==> src/rtl/ibex_obi_mem_arbiter_if.sv <==
// rtl/ibex_obi_mem_arbiter_if.sv - instruction/data OBI, RAM and LED signal bundle for the memory arbiter
interface ibex_obi_mem_arbiter_if;
  logic        instr_req_i;
  logic        instr_gnt_o;
  logic [31:0] instr_addr_i;
  logic        instr_rvalid_o;
  logic [31:0] instr_rdata_o;
  logic        instr_err_o;
  logic        data_req_i;
  logic        data_gnt_o;
  logic        data_we_i;
  logic [3:0]  data_be_i;
  logic [31:0] data_addr_i;
  logic [31:0] data_wdata_i;
  logic        data_rvalid_o;
  logic [31:0] data_rdata_o;
  logic        data_err_o;
  logic        mem_req_o;
  logic        mem_we_o;
  logic [3:0]  mem_be_o;
  logic [31:0] mem_addr_o;
  logic [31:0] mem_wdata_o;
  logic        mem_rvalid_i;
  logic [31:0] mem_rdata_i;
  logic [3:0]  led_o;

  modport slave (
    input  instr_req_i, instr_addr_i,
    output instr_gnt_o, instr_rvalid_o, instr_rdata_o, instr_err_o,
    input  data_req_i, data_we_i, data_be_i, data_addr_i, data_wdata_i,
    output data_gnt_o, data_rvalid_o, data_rdata_o, data_err_o,
    output mem_req_o, mem_we_o, mem_be_o, mem_addr_o, mem_wdata_o,
    input  mem_rvalid_i, mem_rdata_i,
    output led_o
  );

  modport master (
    output instr_req_i, instr_addr_i,
    input  instr_gnt_o, instr_rvalid_o, instr_rdata_o, instr_err_o,
    output data_req_i, data_we_i, data_be_i, data_addr_i, data_wdata_i,
    input  data_gnt_o, data_rvalid_o, data_rdata_o, data_err_o,
    input  mem_req_o, mem_we_o, mem_be_o, mem_addr_o, mem_wdata_o,
    output mem_rvalid_i, mem_rdata_i,
    input  led_o
  );
endinterface

==> src/rtl/ibex_obi_mem_arbiter.sv <==
// rtl/ibex_obi_mem_arbiter.sv - arbitrates Ibex instr/data OBI onto one RAM port with LED register and error decode
// IBEX_OBI_MEM_ARB_RR_EN selects round-robin arbitration instead of fixed data-over-instruction priority.
module ibex_obi_mem_arbiter #(
  parameter int unsigned MEM_SIZE  = 65536,
  parameter logic [31:0] MEM_START = 32'h0000_0000,
  parameter logic [31:0] LED_ADDR  = 32'h0002_0000,
  parameter logic [3:0]  LED_RESET = 4'h0
) (
  input logic                   clk_i,
  input logic                   rst_i,
  ibex_obi_mem_arbiter_if.slave bus
);

  typedef enum logic {OWN_INSTR, OWN_DATA} owner_e;
  typedef enum logic [1:0] {KIND_RAM, KIND_LED, KIND_ERR} kind_e;

  localparam logic [31:0] MEM_MASK = ~(MEM_SIZE - 32'd1);

  logic        outst_q;
  owner_e      owner_q;
  kind_e       kind_q;
  logic        wr_q;
  logic [3:0]  led_rdata_q;
  logic [3:0]  led_q;

  logic        done;
  logic        can_grant;
  logic        sel_data;
  logic        grant;
  logic [31:0] win_addr;
  kind_e       win_kind;
  logic [31:0] resp_rdata;

  assign done      = outst_q && (kind_q != KIND_RAM || bus.mem_rvalid_i);
  assign can_grant = !rst_i && (!outst_q || done);

`ifdef IBEX_OBI_MEM_ARB_RR_EN
  owner_e last_q;
  assign sel_data = bus.data_req_i && (!bus.instr_req_i || last_q == OWN_INSTR);
`else
  assign sel_data = bus.data_req_i;
`endif

  assign grant    = can_grant && (bus.data_req_i || bus.instr_req_i);
  assign win_addr = sel_data ? bus.data_addr_i : bus.instr_addr_i;

  // LED is only reachable from the data port; instruction fetches there fault.
  always_comb begin
    win_kind = KIND_ERR;
    if ((win_addr & MEM_MASK) == MEM_START) begin
      win_kind = KIND_RAM;
    end else if (sel_data && win_addr[31:2] == LED_ADDR[31:2]) begin
      win_kind = KIND_LED;
    end
  end

  assign bus.data_gnt_o  = grant && sel_data;
  assign bus.instr_gnt_o = grant && !sel_data;

  assign bus.mem_req_o   = grant && win_kind == KIND_RAM;
  assign bus.mem_we_o    = bus.mem_req_o && sel_data && bus.data_we_i;
  assign bus.mem_be_o    = !bus.mem_req_o ? 4'h0 : (sel_data ? bus.data_be_i : 4'hF);
  assign bus.mem_addr_o  = bus.mem_req_o ? win_addr : 32'h0;
  assign bus.mem_wdata_o = (bus.mem_req_o && sel_data) ? bus.data_wdata_i : 32'h0;
  assign bus.led_o       = led_q;

  always_comb begin
    resp_rdata = 32'h0;
    if (!wr_q) begin
      case (kind_q)
        KIND_RAM: resp_rdata = bus.mem_rdata_i;
        KIND_LED: resp_rdata = {28'h0, led_rdata_q};
        default:  resp_rdata = 32'h0;
      endcase
    end
  end

  assign bus.instr_rvalid_o = done && owner_q == OWN_INSTR;
  assign bus.instr_rdata_o  = bus.instr_rvalid_o ? resp_rdata : 32'h0;
  assign bus.instr_err_o    = bus.instr_rvalid_o && kind_q == KIND_ERR;
  assign bus.data_rvalid_o  = done && owner_q == OWN_DATA;
  assign bus.data_rdata_o   = bus.data_rvalid_o ? resp_rdata : 32'h0;
  assign bus.data_err_o     = bus.data_rvalid_o && kind_q == KIND_ERR;

  always_ff @(posedge clk_i or posedge rst_i) begin
    if (rst_i) begin
      outst_q     <= 1'b0;
      owner_q     <= OWN_INSTR;
      kind_q      <= KIND_RAM;
      wr_q        <= 1'b0;
      led_rdata_q <= 4'h0;
      led_q       <= LED_RESET;
    end else begin
      if (grant) begin
        outst_q     <= 1'b1;
        owner_q     <= sel_data ? OWN_DATA : OWN_INSTR;
        kind_q      <= win_kind;
        wr_q        <= sel_data && bus.data_we_i;
        led_rdata_q <= led_q;
      end else if (done) begin
        outst_q <= 1'b0;
      end
      if (grant && sel_data && win_kind == KIND_LED && bus.data_we_i && bus.data_be_i[0]) begin
        led_q <= bus.data_wdata_i[3:0];
      end
    end
  end

`ifdef IBEX_OBI_MEM_ARB_RR_EN
  always_ff @(posedge clk_i or posedge rst_i) begin
    if (rst_i) begin
      last_q <= OWN_INSTR;
    end else if (grant) begin
      last_q <= sel_data ? OWN_DATA : OWN_INSTR;
    end
  end
`endif

endmodule

==> src/flat_wrapper.sv <==
// flat-port wrapper written by rule: the top's interface ports become plain ports
module ibex_obi_mem_arbiter_flat 
#(
  parameter int unsigned MEM_SIZE  = 65536,
  parameter logic [31:0] MEM_START = 32'h0000_0000,
  parameter logic [31:0] LED_ADDR  = 32'h0002_0000,
  parameter logic [3:0]  LED_RESET = 4'h0
)
  (clk_i, rst_i, bus_instr_req_i, bus_instr_addr_i, bus_instr_gnt_o, bus_instr_rvalid_o, bus_instr_rdata_o, bus_instr_err_o, bus_data_req_i, bus_data_we_i, bus_data_be_i, bus_data_addr_i, bus_data_wdata_i, bus_data_gnt_o, bus_data_rvalid_o, bus_data_rdata_o, bus_data_err_o, bus_mem_req_o, bus_mem_we_o, bus_mem_be_o, bus_mem_addr_o, bus_mem_wdata_o, bus_mem_rvalid_i, bus_mem_rdata_i, bus_led_o);
  ibex_obi_mem_arbiter_if bus_i ();
  input logic clk_i;
  input logic rst_i;
  input wire logic [$bits(bus_i.instr_req_i)-1:0] bus_instr_req_i;
  input wire logic [$bits(bus_i.instr_addr_i)-1:0] bus_instr_addr_i;
  output wire logic [$bits(bus_i.instr_gnt_o)-1:0] bus_instr_gnt_o;
  output wire logic [$bits(bus_i.instr_rvalid_o)-1:0] bus_instr_rvalid_o;
  output wire logic [$bits(bus_i.instr_rdata_o)-1:0] bus_instr_rdata_o;
  output wire logic [$bits(bus_i.instr_err_o)-1:0] bus_instr_err_o;
  input wire logic [$bits(bus_i.data_req_i)-1:0] bus_data_req_i;
  input wire logic [$bits(bus_i.data_we_i)-1:0] bus_data_we_i;
  input wire logic [$bits(bus_i.data_be_i)-1:0] bus_data_be_i;
  input wire logic [$bits(bus_i.data_addr_i)-1:0] bus_data_addr_i;
  input wire logic [$bits(bus_i.data_wdata_i)-1:0] bus_data_wdata_i;
  output wire logic [$bits(bus_i.data_gnt_o)-1:0] bus_data_gnt_o;
  output wire logic [$bits(bus_i.data_rvalid_o)-1:0] bus_data_rvalid_o;
  output wire logic [$bits(bus_i.data_rdata_o)-1:0] bus_data_rdata_o;
  output wire logic [$bits(bus_i.data_err_o)-1:0] bus_data_err_o;
  output wire logic [$bits(bus_i.mem_req_o)-1:0] bus_mem_req_o;
  output wire logic [$bits(bus_i.mem_we_o)-1:0] bus_mem_we_o;
  output wire logic [$bits(bus_i.mem_be_o)-1:0] bus_mem_be_o;
  output wire logic [$bits(bus_i.mem_addr_o)-1:0] bus_mem_addr_o;
  output wire logic [$bits(bus_i.mem_wdata_o)-1:0] bus_mem_wdata_o;
  input wire logic [$bits(bus_i.mem_rvalid_i)-1:0] bus_mem_rvalid_i;
  input wire logic [$bits(bus_i.mem_rdata_i)-1:0] bus_mem_rdata_i;
  output wire logic [$bits(bus_i.led_o)-1:0] bus_led_o;
  assign bus_i.instr_req_i = bus_instr_req_i;
  assign bus_i.instr_addr_i = bus_instr_addr_i;
  assign bus_instr_gnt_o = bus_i.instr_gnt_o;
  assign bus_instr_rvalid_o = bus_i.instr_rvalid_o;
  assign bus_instr_rdata_o = bus_i.instr_rdata_o;
  assign bus_instr_err_o = bus_i.instr_err_o;
  assign bus_i.data_req_i = bus_data_req_i;
  assign bus_i.data_we_i = bus_data_we_i;
  assign bus_i.data_be_i = bus_data_be_i;
  assign bus_i.data_addr_i = bus_data_addr_i;
  assign bus_i.data_wdata_i = bus_data_wdata_i;
  assign bus_data_gnt_o = bus_i.data_gnt_o;
  assign bus_data_rvalid_o = bus_i.data_rvalid_o;
  assign bus_data_rdata_o = bus_i.data_rdata_o;
  assign bus_data_err_o = bus_i.data_err_o;
  assign bus_mem_req_o = bus_i.mem_req_o;
  assign bus_mem_we_o = bus_i.mem_we_o;
  assign bus_mem_be_o = bus_i.mem_be_o;
  assign bus_mem_addr_o = bus_i.mem_addr_o;
  assign bus_mem_wdata_o = bus_i.mem_wdata_o;
  assign bus_i.mem_rvalid_i = bus_mem_rvalid_i;
  assign bus_i.mem_rdata_i = bus_mem_rdata_i;
  assign bus_led_o = bus_i.led_o;
  ibex_obi_mem_arbiter #(.MEM_SIZE(MEM_SIZE), .MEM_START(MEM_START), .LED_ADDR(LED_ADDR), .LED_RESET(LED_RESET)) u_core (.clk_i(clk_i), .rst_i(rst_i), .bus(bus_i));
endmodule
==> config.mk <==
export PLATFORM = sky130hd
export DESIGN_NAME = ibex_obi_mem_arbiter_flat
export DESIGN_NICKNAME = d
export VERILOG_FILES = /design/src/rtl/ibex_obi_mem_arbiter_if.sv /design/src/rtl/ibex_obi_mem_arbiter.sv /design/src/flat_wrapper.sv
export SDC_FILE = /design/constraint.sdc
export NUM_CORES = 1
export LEC_CHECK = 0
export BUFFER_PORTS_ARGS = -buffer_cell sky130_fd_sc_hd__buf_2
export CORE_AREA = 3 3 110 112
export DETAILED_ROUTE_END_ITERATION = 8
export DIE_AREA = 0 0 113 115
export GPL_TIMING_DRIVEN = 0
export HOLD_SLACK_MARGIN = 0.1
export PLACE_DENSITY_LB_ADDON = 0.3
export SLEW_MARGIN = 25
export SYNTH_ARGS = -nofsm -noshare
export SYNTH_HDL_FRONTEND = slang
export SYNTH_SLANG_ARGS = --single-unit
==> constraint.sdc <==
create_clock -name clk_i -period 3.5 [get_ports clk_i]
set_input_delay 0.175 -clock clk_i [delete_from_list [all_inputs] [get_ports clk_i]]
set_output_delay 0.175 -clock clk_i [all_outputs]
set_load 0.05 [all_outputs]
Yosys cells after proc, flatten, opt, wreduce, memory -nomap -nowiden. Index checks and enable logic that the tools add are counted.

Word-level logic and storage cells: 53. Register bits after elaboration: 13. Output and inout bits: 144. Input bits: 138.

Mux-type cells: 14. Equality and inequality tests: 4. Bitwise gates (word level): 1. Reduce and logical (&&, ||, !) cells: 28.

Operators by type and width (number): 32-bit two-way mux (6); 32-bit case mux with 2 select lines (1); 32-bit zero test (1); 30-bit by 16-bit equality test with 1-bit output (second input constant) (1); 1-bit logical AND (17); 4-bit two-way mux (2); 2-bit by 1-bit equality test with 1-bit output (second input constant) (2); 2-bit zero test (2); 2-bit two-way mux (2); 2-bit nonzero test (2); 1-bit zero test (3); 1-bit logical OR (3); 1-bit two-way mux (3); 2-bit equality test (second input constant) (1); 1-bit NOT (1).

Longest topological paths before layout. Gate-level depths: netlist of the first run.

Depth after elaboration: 10. Depth in mapped cells: 9. Mapped depth without buffers: 5.

Least setup slack after synthesis of the first run. OpenSTA, ideal clock, no wires.

Path type: flip-flop to output port. From: register u_core.kind_q[0]. To: output port bus_mem_wdata_o[10]. Setup slack: 1.027 ns. Cell stages (with the launch flop): 8. Arrival: 2.298 ns. Required time: 3.325 ns. Cells stage by stage: dfrtp_1 > buf_2 > nor3_1 > a21oi_1 > and2_1 > nor4b_2 > clkbuf_1 > and2_1.

Word-level cells in the longest chain between the ends: 9.

RTL lines: start: declaration (RTL line ibex_obi_mem_arbiter.sv:21) `kind_e kind_q;`; start signal: assignment (RTL line ibex_obi_mem_arbiter.sv:97) `kind_q <= win_kind;`; 2-bit nonzero test (RTL line ibex_obi_mem_arbiter.sv:34) `assign done = outst_q && (kind_q != KIND_RAM || bus.mem_rvalid_i);`; 1-bit logical OR (RTL line ibex_obi_mem_arbiter.sv:34); 1-bit logical AND (RTL line ibex_obi_mem_arbiter.sv:34); 1-bit logical OR (RTL line ibex_obi_mem_arbiter.sv:35) `assign can_grant = !rst_i && (!outst_q || done);`; 1-bit logical AND (RTL line ibex_obi_mem_arbiter.sv:35); 1-bit logical AND (RTL line ibex_obi_mem_arbiter.sv:44) `assign grant = can_grant && (bus.data_req_i || bus.instr_req_i);`; 1-bit logical AND (RTL line ibex_obi_mem_arbiter.sv:60) `assign bus.mem_req_o = grant && win_kind == KIND_RAM;`; 1-bit logical AND (RTL line ibex_obi_mem_arbiter.sv:64) `assign bus.mem_wdata_o = (bus.mem_req_o && sel_data) ? bus.data_wdata_i : 32'h0;`; 32-bit two-way mux (RTL line ibex_obi_mem_arbiter.sv:64); end: declaration (RTL line flat_wrapper.sv:32) `output wire logic [$bits(bus_i.mem_wdata_o)-1:0] bus_mem_wdata_o;`.

Every way passes these cells.

Worst setup path after layout of the first run.
From: register u_core.kind_q[0]. To: output port bus_mem_wdata_o[4].

Same word-level chain as after synthesis.

==> impl_metrics.yaml, run 1 <==
run_status:
  status: "finished clean"
worst_setup_path:
  reg2reg_to: "u_core.led_rdata_q[1]$_DFFE_PP0N_"
  reg2reg_slack_ps: 1730
  path_cells: "buf_2 -> nor3_1 -> a21oi_1 -> and2_1 -> nor4b_2 -> clkbuf_1 -> and2_1 -> buf_2"
  end_kind: "output port"
  r2r_start: "u_core.kind_q[0]$_DFFE_PP0N_"
  critPathMaxStageDelay_ps: 540
  crit_arrival_ps: 2620
  cp_max_fo: 10
  required_ps: 3320
  cp_slowest_cell: "nor4b_2"
  r2r_cells: 5
  path_class: "flip-flop to output port"
  start_kind: "flip-flop"
synthesis:
  syn_avg_cell_area_um2: 7.19
  synth.top_cell.area_share: 0.187
  synth_seq_cells: 13
  seq_area_frac_synth: 0.170
  synth_cell_types: 31
  synth.cell_area_um2: 1910
  ys_warn_count: 0
  yosys-top-cells-area: "and3_1 (19%), dfrtp_1 (17%), and2_1 (11%)"
  synthCells: 266
  synth_area_leader_cell: "and3_1"
sta:
  finClkSkew_ps: 3.69
  period_share: 0.798
  max_freq_ghz: 0.358
  worst_pin_slew_ps: 672
  min_period_ps: 2790
  slew_viol_final: 0
  tns_ps: 0
  finalSetupViolations: 0
  slew_headroom: 0.552
  hold_slack_ps: 182
  final-hold-violation-count: 0
  finalWorstSetupSlack_ps: 707
  rsz0062_at_grt: "no"
power:
  p_switching_uw: 196
  p_leak_uw: 0.00249
  clkPwrFrac: 0.357
  p_seq_frac: 0.263
  power.total_uw: 598
  powerDensity_nw_per_um2: 168
  switching_share: 0.327
  pwr-share-comb: 0.380
  p_int_uw: 402
  peakVddDrop_uv: 100
global_route:
  overflow: 0
  grt_pass1_vias: 2809
  antenna_found_initial: 0
  grt_use_total: 0.139
  grt_max_degree: 14
  grt_pass1_wl_mm: 14.4
floorplan:
  die_y_um: 115
  die_x_um: 113
  initial_utilization: 0.169
  dieArea_um2: 13000
  fp.coreArea_um2: 11300
  rows: 39
  io_pins: 282
route:
  dr_wl_met2_mm: 5.63
  drt-initial-drc-count: 77
  vias_per_cell: 4.16
  drt-total-wl_mm: 10.1
  num_vias: 2886
  routedWlPerCell_um: 14.6
  routed.top_layer: "met4"
  m1WireLength_mm: 3.46
  ant_nets: 0
  drc: 0
  wl_met3_um: 976
  dr.pass1.iters: 4
cts:
  cts.htree.levels: 1
  postCtsSetupBuffers: 0
  clock-sinks: 13
  cts_buffer_depth: 2
  cts_buffers: 3
  cts_tree: "built"
  root_buffer: "clkbuf_16"
  worstSkewPairLatency_ps: 240
  clkTransAtPathRegs_ps: 50
layout:
  nNetsFinal: 689
  diodes: 0
  fin_util: 0.314
  drive_above_1_share: 0.551
  syn_to_final_growth_pct: 86.1
run:
  maxCapViolCount: 0
placed_design:
  portBuffers: 264
  dp_hpwl_mm: 9.14
  finalWeightedCongestion: 0.899
  place_ws_ps: 872
hold_path:
  whs_path_depth: 2
  worstHoldStart: "bus_data_wdata_i[2]"
  hold_class: "primary input to flip-flop"
  hold_end: "u_core.bus.led_o[2]$_DFFE_PP0P_"
==> how the worst max path moves through the flow <==
stage	start	endpoint	slack [ps]	cells after the start
final	u_core.kind_q[0]$_DFFE_PP0N_	bus_mem_wdata_o[4]	710	8
after global routing	u_core.kind_q[0]$_DFFE_PP0N_	bus_mem_wdata_o[4]	410	8
after CTS	u_core.kind_q[0]$_DFFE_PP0N_	bus_mem_wdata_o[4]	600	8
after detailed placement	u_core.kind_q[0]$_DFFE_PP0N_	bus_mem_wdata_o[4]	870	8
after global placement	u_core.kind_q[0]$_DFFE_PP0N_	bus_mem_wdata_o[8]	980	8
after floorplan	u_core.kind_q[0]$_DFFE_PP0N_	bus_mem_wdata_o[10]	1030	7
==> state kept, by name, indices dropped and copies added, names as in the netlist <==
register,count
u_core.wr_q,1
u_core.owner_q,1
u_core.outst_q,1
u_core.bus.led_o,4
u_core.led_rdata_q,4
u_core.kind_q,2
==> synth_stat cells <==
cell,count
mux2_2,9
nand2_1,15
a22o_1,1
nor4_1,8
mux2_4,4
nor2_1,33
nand3_1,1
or3_4,1
nand2b_1,1
a21o_1,1
nor3_1,5
dfrtp_1,13
o31ai_4,1
mux2i_1,16
a21oi_1,6
or4_1,1
or3_1,1
buf_4,16
inv_1,10
nor3_4,1
a211o_1,1
conb_1,1
nand4b_4,1
clkbuf_1,21
and2_1,34
o21ai_0,2
nand4_1,1
nor4b_2,1
or2_1,1
buf_2,2
and3_1,57
==> power by group through the flow <==
stage | combinational [uW] | sequential [uW] | clock, uW
after global placement | 223 | 159 | 0
after detailed placement | 227 | 160 | 0
final | 227 | 157 | 213
after global routing | 248 | 158 | 230
after floorplan | 123 | 159 | 0
after CTS | 228 | 157 | 224
==> placed cells by master, fill, tap and decap left out, types with 2 or more instances in the layout <==
cell / n
buf_2: 266
and3_1: 57
and2_1: 34
nor2_1: 33
clkbuf_1: 22
mux2i_1: 16
buf_4: 16
conb_1: 16
nand2_1: 15
dfrtp_1: 13
inv_1: 10
mux2_2: 9
nor4_1: 8
a21oi_1: 6
nor3_1: 5
mux2_4: 4
clkbuf_16: 3
o21ai_0: 2
==> worst max-delay path: cells and delay by family (launching register included) <==
kind                   cells  cell delay, ps
AO/OA/AOI/OAI              1             180
buffers and inverters      3             780
flip-flops                 1             310
AND/OR/NAND/NOR            4            1090
==> layer usage <==
metal,global-route usage,vias up
met5,0,-
met1,0.137,1265
met3,0.0258,2
li1,-,1443
met2,0.301,176
met4,0.0192,0
==> repair_timing <==
item,4_1_cts,5_1_grt
resized for setup,0,0
hold endpoints to repair,13,0
hold buffers,1,0
endpoints found under the setup margin,0,0
==> logic make-up after synthesis <==
group	after synthesis	share of synthesized area
compound gates	12	0.0452
other cells	1	0.00196
mux	29	0.168
simple gates	162	0.486
flops	13	0.170
buf+inv	49	0.129
==> layout make-up <==
type	count	area, um2
plain buffers	39	209
fillers	1222	7760
clock buffers	4	78.8
multi-input cells	219	1400
flip-flops and latches	13	325
inverters	10	37.5
well taps	143	179
repair buffers	265	1330
==> metrics by stage <==
step | cells | instance area, um2
finish | 693 | 3560
global route | 693 | 3560
CTS | 693 | 3560
detailed placement | 688 | 3470
global placement | 688 | 3470
floorplan | 281 | 1970
No activity file was read; power rests on OpenSTA's default activity.
==> run 2, diff against run 1 <==
--- a/config.mk
+++ b/config.mk
@@ -5,10 +5,11 @@
 export SDC_FILE = /design/constraint.sdc
 export NUM_CORES = 1
 export LEC_CHECK = 0
+export ABC_AREA = 1
 export BUFFER_PORTS_ARGS = -buffer_cell sky130_fd_sc_hd__buf_2
-export CORE_AREA = 3 3 110 112
+export CORE_AREA = 3 3 109 111
 export DETAILED_ROUTE_END_ITERATION = 8
-export DIE_AREA = 0 0 113 115
+export DIE_AREA = 0 0 112 114
 export GPL_TIMING_DRIVEN = 0
 export HOLD_SLACK_MARGIN = 0.1
 export PLACE_DENSITY_LB_ADDON = 0.3
==> constraint.sdc (replaced) <==
create_clock -name clk_i -period 2.25 [get_ports clk_i]
set_input_delay 0.1125 -clock clk_i [delete_from_list [all_inputs] [get_ports clk_i]]
set_output_delay 0.1125 -clock clk_i [all_outputs]
set_load 0.05 [all_outputs]
==> impl_metrics.yaml, run 2 <==
run_status:
  status: "finished clean"
worst_setup_path:
  r2r_start: "u_core.kind_q[0]$_DFFE_PP0N_"
  cp_max_fo: 10
  cp-startpoint: "u_core.kind_q[0]$_DFFE_PP0N_"
  required_ps: 2140
  end_kind: "output port"
  path_class: "flip-flop to output port"
  crit_arrival_ps: 1990
  start_kind: "flip-flop"
synthesis:
  synthCells: 546
  async_flop_share: 1.00
  syn_avg_cell_area_um2: 4.76
  yosys.cell_count.top_type: "nand2_1"
  ys_warn_count: 0
  synth_edf_count: 0
  synth_cell_types: 22
  synth_commonest_cells: "nand2_1 (180), inv_1 (121), nor2_1 (101), nor3_1 (59), buf_4 (21)"
  ys_dominant_reg_cell: "dfrtp_1"
  yosys-top-cells-area: "nand2_1 (26%), inv_1 (17%), nor2_1 (15%)"
  synth.top_cell.area_share: 0.260
  synth.cell_area_um2: 2600
  synth_seq_cells: 13
  seq_area_frac_synth: 0.125
  synth_area_leader_cell: "nand2_1"
global_route:
  grt_pass1_vias: 3722
  antenna_found_initial: 2
  grt_use_total: 0.168
  grt_pass1_wl_mm: 17.9
  grt_max_degree: 14
  overflow: 0
placed_design:
  dp_hpwl_mm: 10.2
  placed_area_um2: 4440
  portBuffers: 264
  place_ws_ps: 17.7
  finalWeightedCongestion: 0.848
hold_path:
  hold_class: "primary input to flip-flop"
  worstHoldStart: "bus_data_wdata_i[3]"
route:
  m1WireLength_mm: 4.35
  vias_per_cell: 4.01
  routed.top_layer: "met5"
  ant_nets: 0
  drc: 0
  dr_wl_met2_mm: 6.02
  num_vias: 3894
  routedWlPerCell_um: 11.8
  drt-initial-drc-count: 142
  dr.pass1.iters: 4
  drt-total-wl_mm: 11.5
  wl_met3_mm: 1.04
sta:
  period_share: 0.937
  min_period_ps: 2110
  slew_viol_final: 0
  slew_headroom: 0.544
  final-hold-violation-count: 0
  finClkSkew_ps: 1.83
  finalWorstSetupSlack_ps: 143
  max_freq_ghz: 0.474
  finalSetupViolations: 0
  worst_pin_slew_ps: 685
floorplan:
  initial_utilization: 0.239
  dieArea_um2: 12800
  fp.coreArea_um2: 10900
  io_pins: 282
  rows: 38
  die_y_um: 114
  die_x_um: 112
layout:
  design_area_um2: 4530
  mostFrequentLayoutCell: "buf_2"
  drive_above_1_share: 0.454
  mostFrequentLayoutCells: "buf_2 (266), nand2_1 (180), inv_1 (121), nor2_1 (92), nor3_2 (54)"
  syn_to_final_growth_pct: 74.3
  num-fill-cells: 1292
  fin_util: 0.416
  nNetsFinal: 969
  diodes: 0
cts:
  clock-sinks: 13
  cts_buffer_depth: 2
  clkTransAtPathRegs_ps: 50
  cts.htree.levels: 1
  worstSkewPairLatency_ps: 240
  root_buffer: "clkbuf_8"
  cts_buffers: 3
  postCtsSetupBuffers: 0
  cts_tree: "built"
power:
  peakVddDrop_uv: 152
  p_leak_uw: 0.00311
  powerDensity_nw_per_um2: 287
run:
  maxCapViolCount: 0
## run 2: cell count changes after synthesis, sizes merged, moves of 4 or more
cell / before / now
buf: 18 / 34
a21oi: 6 / 2
a32oi: 0 / 4
nor2: 33 / 103
inv: 10 / 122
nor4: 8 / 0
mux2: 13 / 0
nand2: 15 / 181
nor3: 6 / 59
clkbuf: 21 / 10
mux2i: 16 / 0
and3: 57 / 0
and2: 34 / 0
nand3: 1 / 9
## run 2: area by class of cell
cell class	count	area, um2	share of cell area
Buffer	44	315	0.0696
Timing Repair Buffer	265	1340	0.296
Tap cell	140	175	0.0387
Clock buffer	4	45.0	0.00994
Multi-Input combinational cell	382	1860	0.412
Inverter	122	463	0.102
Sequential cell	13	325	0.0718
## run 2: worst max-delay path, cell delays in order, from the launching register on
cell and delay (ps):
dfrtp_1 400, nor2_1 170, nand2_1 130, clkbuf_2 230, clkbuf_4 260, nor3_2 260
clkbuf_4 290
## run 2: layer usage
layer / vias to the layer above / GRT usage
li1: 2122 / -
met4: 4 / 0.0216
met5: - / 0
met2: 180 / 0.333
met3: 6 / 0.0292
met1: 1582 / 0.192
## run 2: power by group
group	switching (uW)	internal, uW	total [uW]
sequential	4.25	243	248
clock	75.1	125	200
combinational	600	252	852
total	679	620	1300
## run 2: repair_timing
| item | in CTS | in global routing |
|---|---|---|
| setup endpoints to repair | 30 | 71 |
| hold endpoints to repair | 13 | 0 |
| hold buffers | 1 | 0 |
| resized for setup | 5 | 21 |
## run 2: cells by family (layout without fill, tap and decap cells)
family / count (synthesis) / after routing / synth area share
other: 1 / 16 / 0.00144
buffers and inverters: 166 / 435 / 0.292
AO/OA/AOI/OAI: 14 / 14 / 0.0356
AND/OR/NAND/NOR: 352 / 352 / 0.546
flip-flops: 13 / 13 / 0.125
## run 2: final timing paths
check                           slack (ps)  cells after the start                           endpoint
min in group asynchronous              520                      3    u_core.bus.led_o[1]$_DFFE_PP0P_
worst max-delay path                   140                      6               bus_instr_rdata_o[4]
worst min-delay path                   120                      3    u_core.bus.led_o[3]$_DFFE_PP0P_
worst min register to register         480                      2  u_core.led_rdata_q[2]$_DFFE_PP0N_
max in group asynchronous             1350                      3         u_core.owner_q$_DFFE_PP0N_
worst max register to register         770                      9    u_core.bus.led_o[3]$_DFFE_PP0P_
## run 2: stage by stage
stage                     setup TNS, ps  instances  power [uW]  hold WS (ps)
after floorplan                  -17760        561         847         -2.35
after global placement                0        965        1090           170
after detailed placement              0        965        1100           170
after CTS                             0        970        1310           127
after global routing             -0.881        970        1410           143
final                                 0        970        1300           123
==> run 3, diff against run 2 <==
--- a/config.mk
+++ b/config.mk
@@ -5,11 +5,12 @@
 export SDC_FILE = /design/constraint.sdc
 export NUM_CORES = 1
 export LEC_CHECK = 0
-export ABC_AREA = 1
 export BUFFER_PORTS_ARGS = -buffer_cell sky130_fd_sc_hd__buf_2
-export CORE_AREA = 3 3 109 111
+export CELL_PAD_IN_SITES_DETAIL_PLACEMENT = 0
+export CELL_PAD_IN_SITES_GLOBAL_PLACEMENT = 1
+export CORE_MARGIN = 3
+export CORE_UTILIZATION = 16
 export DETAILED_ROUTE_END_ITERATION = 8
-export DIE_AREA = 0 0 112 114
 export GPL_TIMING_DRIVEN = 0
 export HOLD_SLACK_MARGIN = 0.1
 export PLACE_DENSITY_LB_ADDON = 0.3
==> impl_metrics.yaml, run 3 (synthesis gave the netlist of run 1 again) <==
power:
  powerDensity_nw_per_um2: 240
  p_leak_uw: 0.00260
  peakVddDrop_uv: 179
floorplan:
  fp.coreArea_um2: 11600
  io_pins: 282
  rows: 39
  dieArea_um2: 13300
  die_y_um: 115
  die_x_um: 115
  initial_utilization: 0.165
sta:
  max_freq_ghz: 0.463
  min_period_ps: 2160
  period_share: 0.961
  rsz0062_at_grt: "yes"
  hold_slack_ps: 120
  finClkSkew_ps: 0.786
  worst_pin_slew_ps: 651
  finalSetupViolations: 0
  finalWorstSetupSlack_ps: 88.0
  final-hold-violation-count: 0
  slew_headroom: 0.566
  slew_viol_final: 0
worst_setup_path:
  cp-startpoint: "u_core.kind_q[0]$_DFFE_PP0N_"
  crit_arrival_ps: 2050
  required_ps: 2140
  reg2reg_to: "u_core.bus.led_o[2]$_DFFE_PP0P_"
  start_kind: "flip-flop"
  cp_max_fo: 10
  path_class: "flip-flop to output port"
  endpoint: "bus_instr_rdata_o[20]"
  reg2reg_slack_ps: 710
  r2r_cells: 5
  end_kind: "output port"
  r2r_start: "u_core.kind_q[0]$_DFFE_PP0N_"
route:
  routedWlPerCell_um: 13.9
  vias_per_cell: 4.17
  drc: 0
  num_vias: 2901
  ant_nets: 0
  drt-total-wl_mm: 9.66
  drt-initial-drc-count: 75
  dr.pass1.iters: 4
global_route:
  grt_max_degree: 14
  grt_use_total: 0.129
  grt_pass1_vias: 2837
  overflow: 0
  antenna_found_initial: 0
  grt_pass1_wl_mm: 13.9
placed_design:
  dp_hpwl_mm: 8.67
  portBuffers: 264
  finalWeightedCongestion: 0.791
  place_ws_ps: -258
  placed_area_um2: 3470
cts:
  clkTransAtPathRegs_ps: 40
  cts_buffers: 3
  cts_tree: "built"
  clock-sinks: 13
  cts_buffer_depth: 2
  root_buffer: "clkbuf_16"
  worstSkewPairLatency_ps: 240
  cts.htree.levels: 1
hold_path:
  hold_class: "primary input to flip-flop"
  worstHoldStart: "bus_data_wdata_i[1]"
  whs_path_depth: 2
run_status:
  status: "finished clean"
layout:
  mostFrequentLayoutCell: "buf_2"
  mostFrequentLayoutCells: "buf_2 (209), and3_1 (57), buf_4 (56), and2_1 (33), nor2_1 (32)"
  drive_above_1_share: 0.600
  num-fill-cells: 1258
  nNetsFinal: 692
  diodes: 0
  syn_to_final_growth_pct: 105
  design_area_um2: 3930
run:
  maxCapViolCount: 0
==> run 3: cell types whose count changed in the layout (fill, tap and decap cells not counted), sizes merged, moves of 13 or more <==
cell	before	now
nand2	181	15
inv	122	10
nor2	103	33
and3	0	57
nor3	59	6
and2	0	34
mux2i	0	16
mux2	0	13
==> run 3: area by class of cell <==
class,count,area (um2),share of cell area
multi-input cells,219,1450,0.370
clock buffers,4,78.8,0.0201
plain buffers,38,269,0.0685
inverters,10,37.5,0.00956
repair buffers,269,1580,0.403
well taps,143,179,0.0456
flip-flops and latches,13,327,0.0832
==> run 3: metal layers <==
| layer | vias to the layer above | global-route usage | share of wire | wire length [um] |
|---|---|---|---|---|
| met5 | - | 0 | 0 | 0 |
| met4 | 0 | 0.0219 | 0.0070 | 68 |
| met3 | 6 | 0.0232 | 0.097 | 933 |
| met2 | 178 | 0.279 | 0.57 | 5530 |
| met1 | 1271 | 0.124 | 0.32 | 3130 |
| li1 | 1446 | - | - | - |
==> run 3: critical path, cell delays in order (launching register included) <==
cell and delay (ps):
dfrtp_1 370, buf_6 140, or3_4 380, nand2_1 80
or2_4 110, inv_1 60, clkbuf_8 160, clkbuf_8 160
and3_1 190, buf_6 160
==> run 3: repair_timing <==
| action | in CTS | in global routing |
|---|---|---|
| endpoints found under the setup margin | 109 | 91 |
| endpoints found under the hold margin | 13 | 0 |
| pin swaps | 1 | 1 |
| hold buffers | 1 | 0 |
| setup buffers | 1 | 4 |
| resized for setup | 71 | 74 |
==> run 3: metrics by stage <==
step	util	std cells	TNS (ps)	total power, uW
finish	0.340	696	0	942
detailed placement	0.300	688	-7120	597
global placement	0.300	688	-6230	593
floorplan	-	281	-136	440
CTS	0.325	693	-0.609	946
global route	0.340	696	-59.8	992
==> run 3: how the worst min path moves through the flow <==
| stage | end | slack (ps) |
|---|---|---|
| floorplan | u_core.bus.led_o[0]$_DFFE_PP0P_ | -10 |
| global placement | u_core.kind_q[0]$_DFFE_PP0N_ | 180 |
| detailed placement | u_core.kind_q[0]$_DFFE_PP0N_ | 190 |
| CTS | u_core.bus.led_o[3]$_DFFE_PP0P_ | 120 |
| global route | u_core.bus.led_o[1]$_DFFE_PP0P_ | 130 |
| finish | u_core.bus.led_o[1]$_DFFE_PP0P_ | 120 |
==> run 3: power breakdown <==
part           leakage (uW)  switching [uW]  internal [uW]
sequential         0.000171            7.51            240
clock             0.0000382            91.2            238
combinational       0.00239             203            162
total               0.00260             302            640
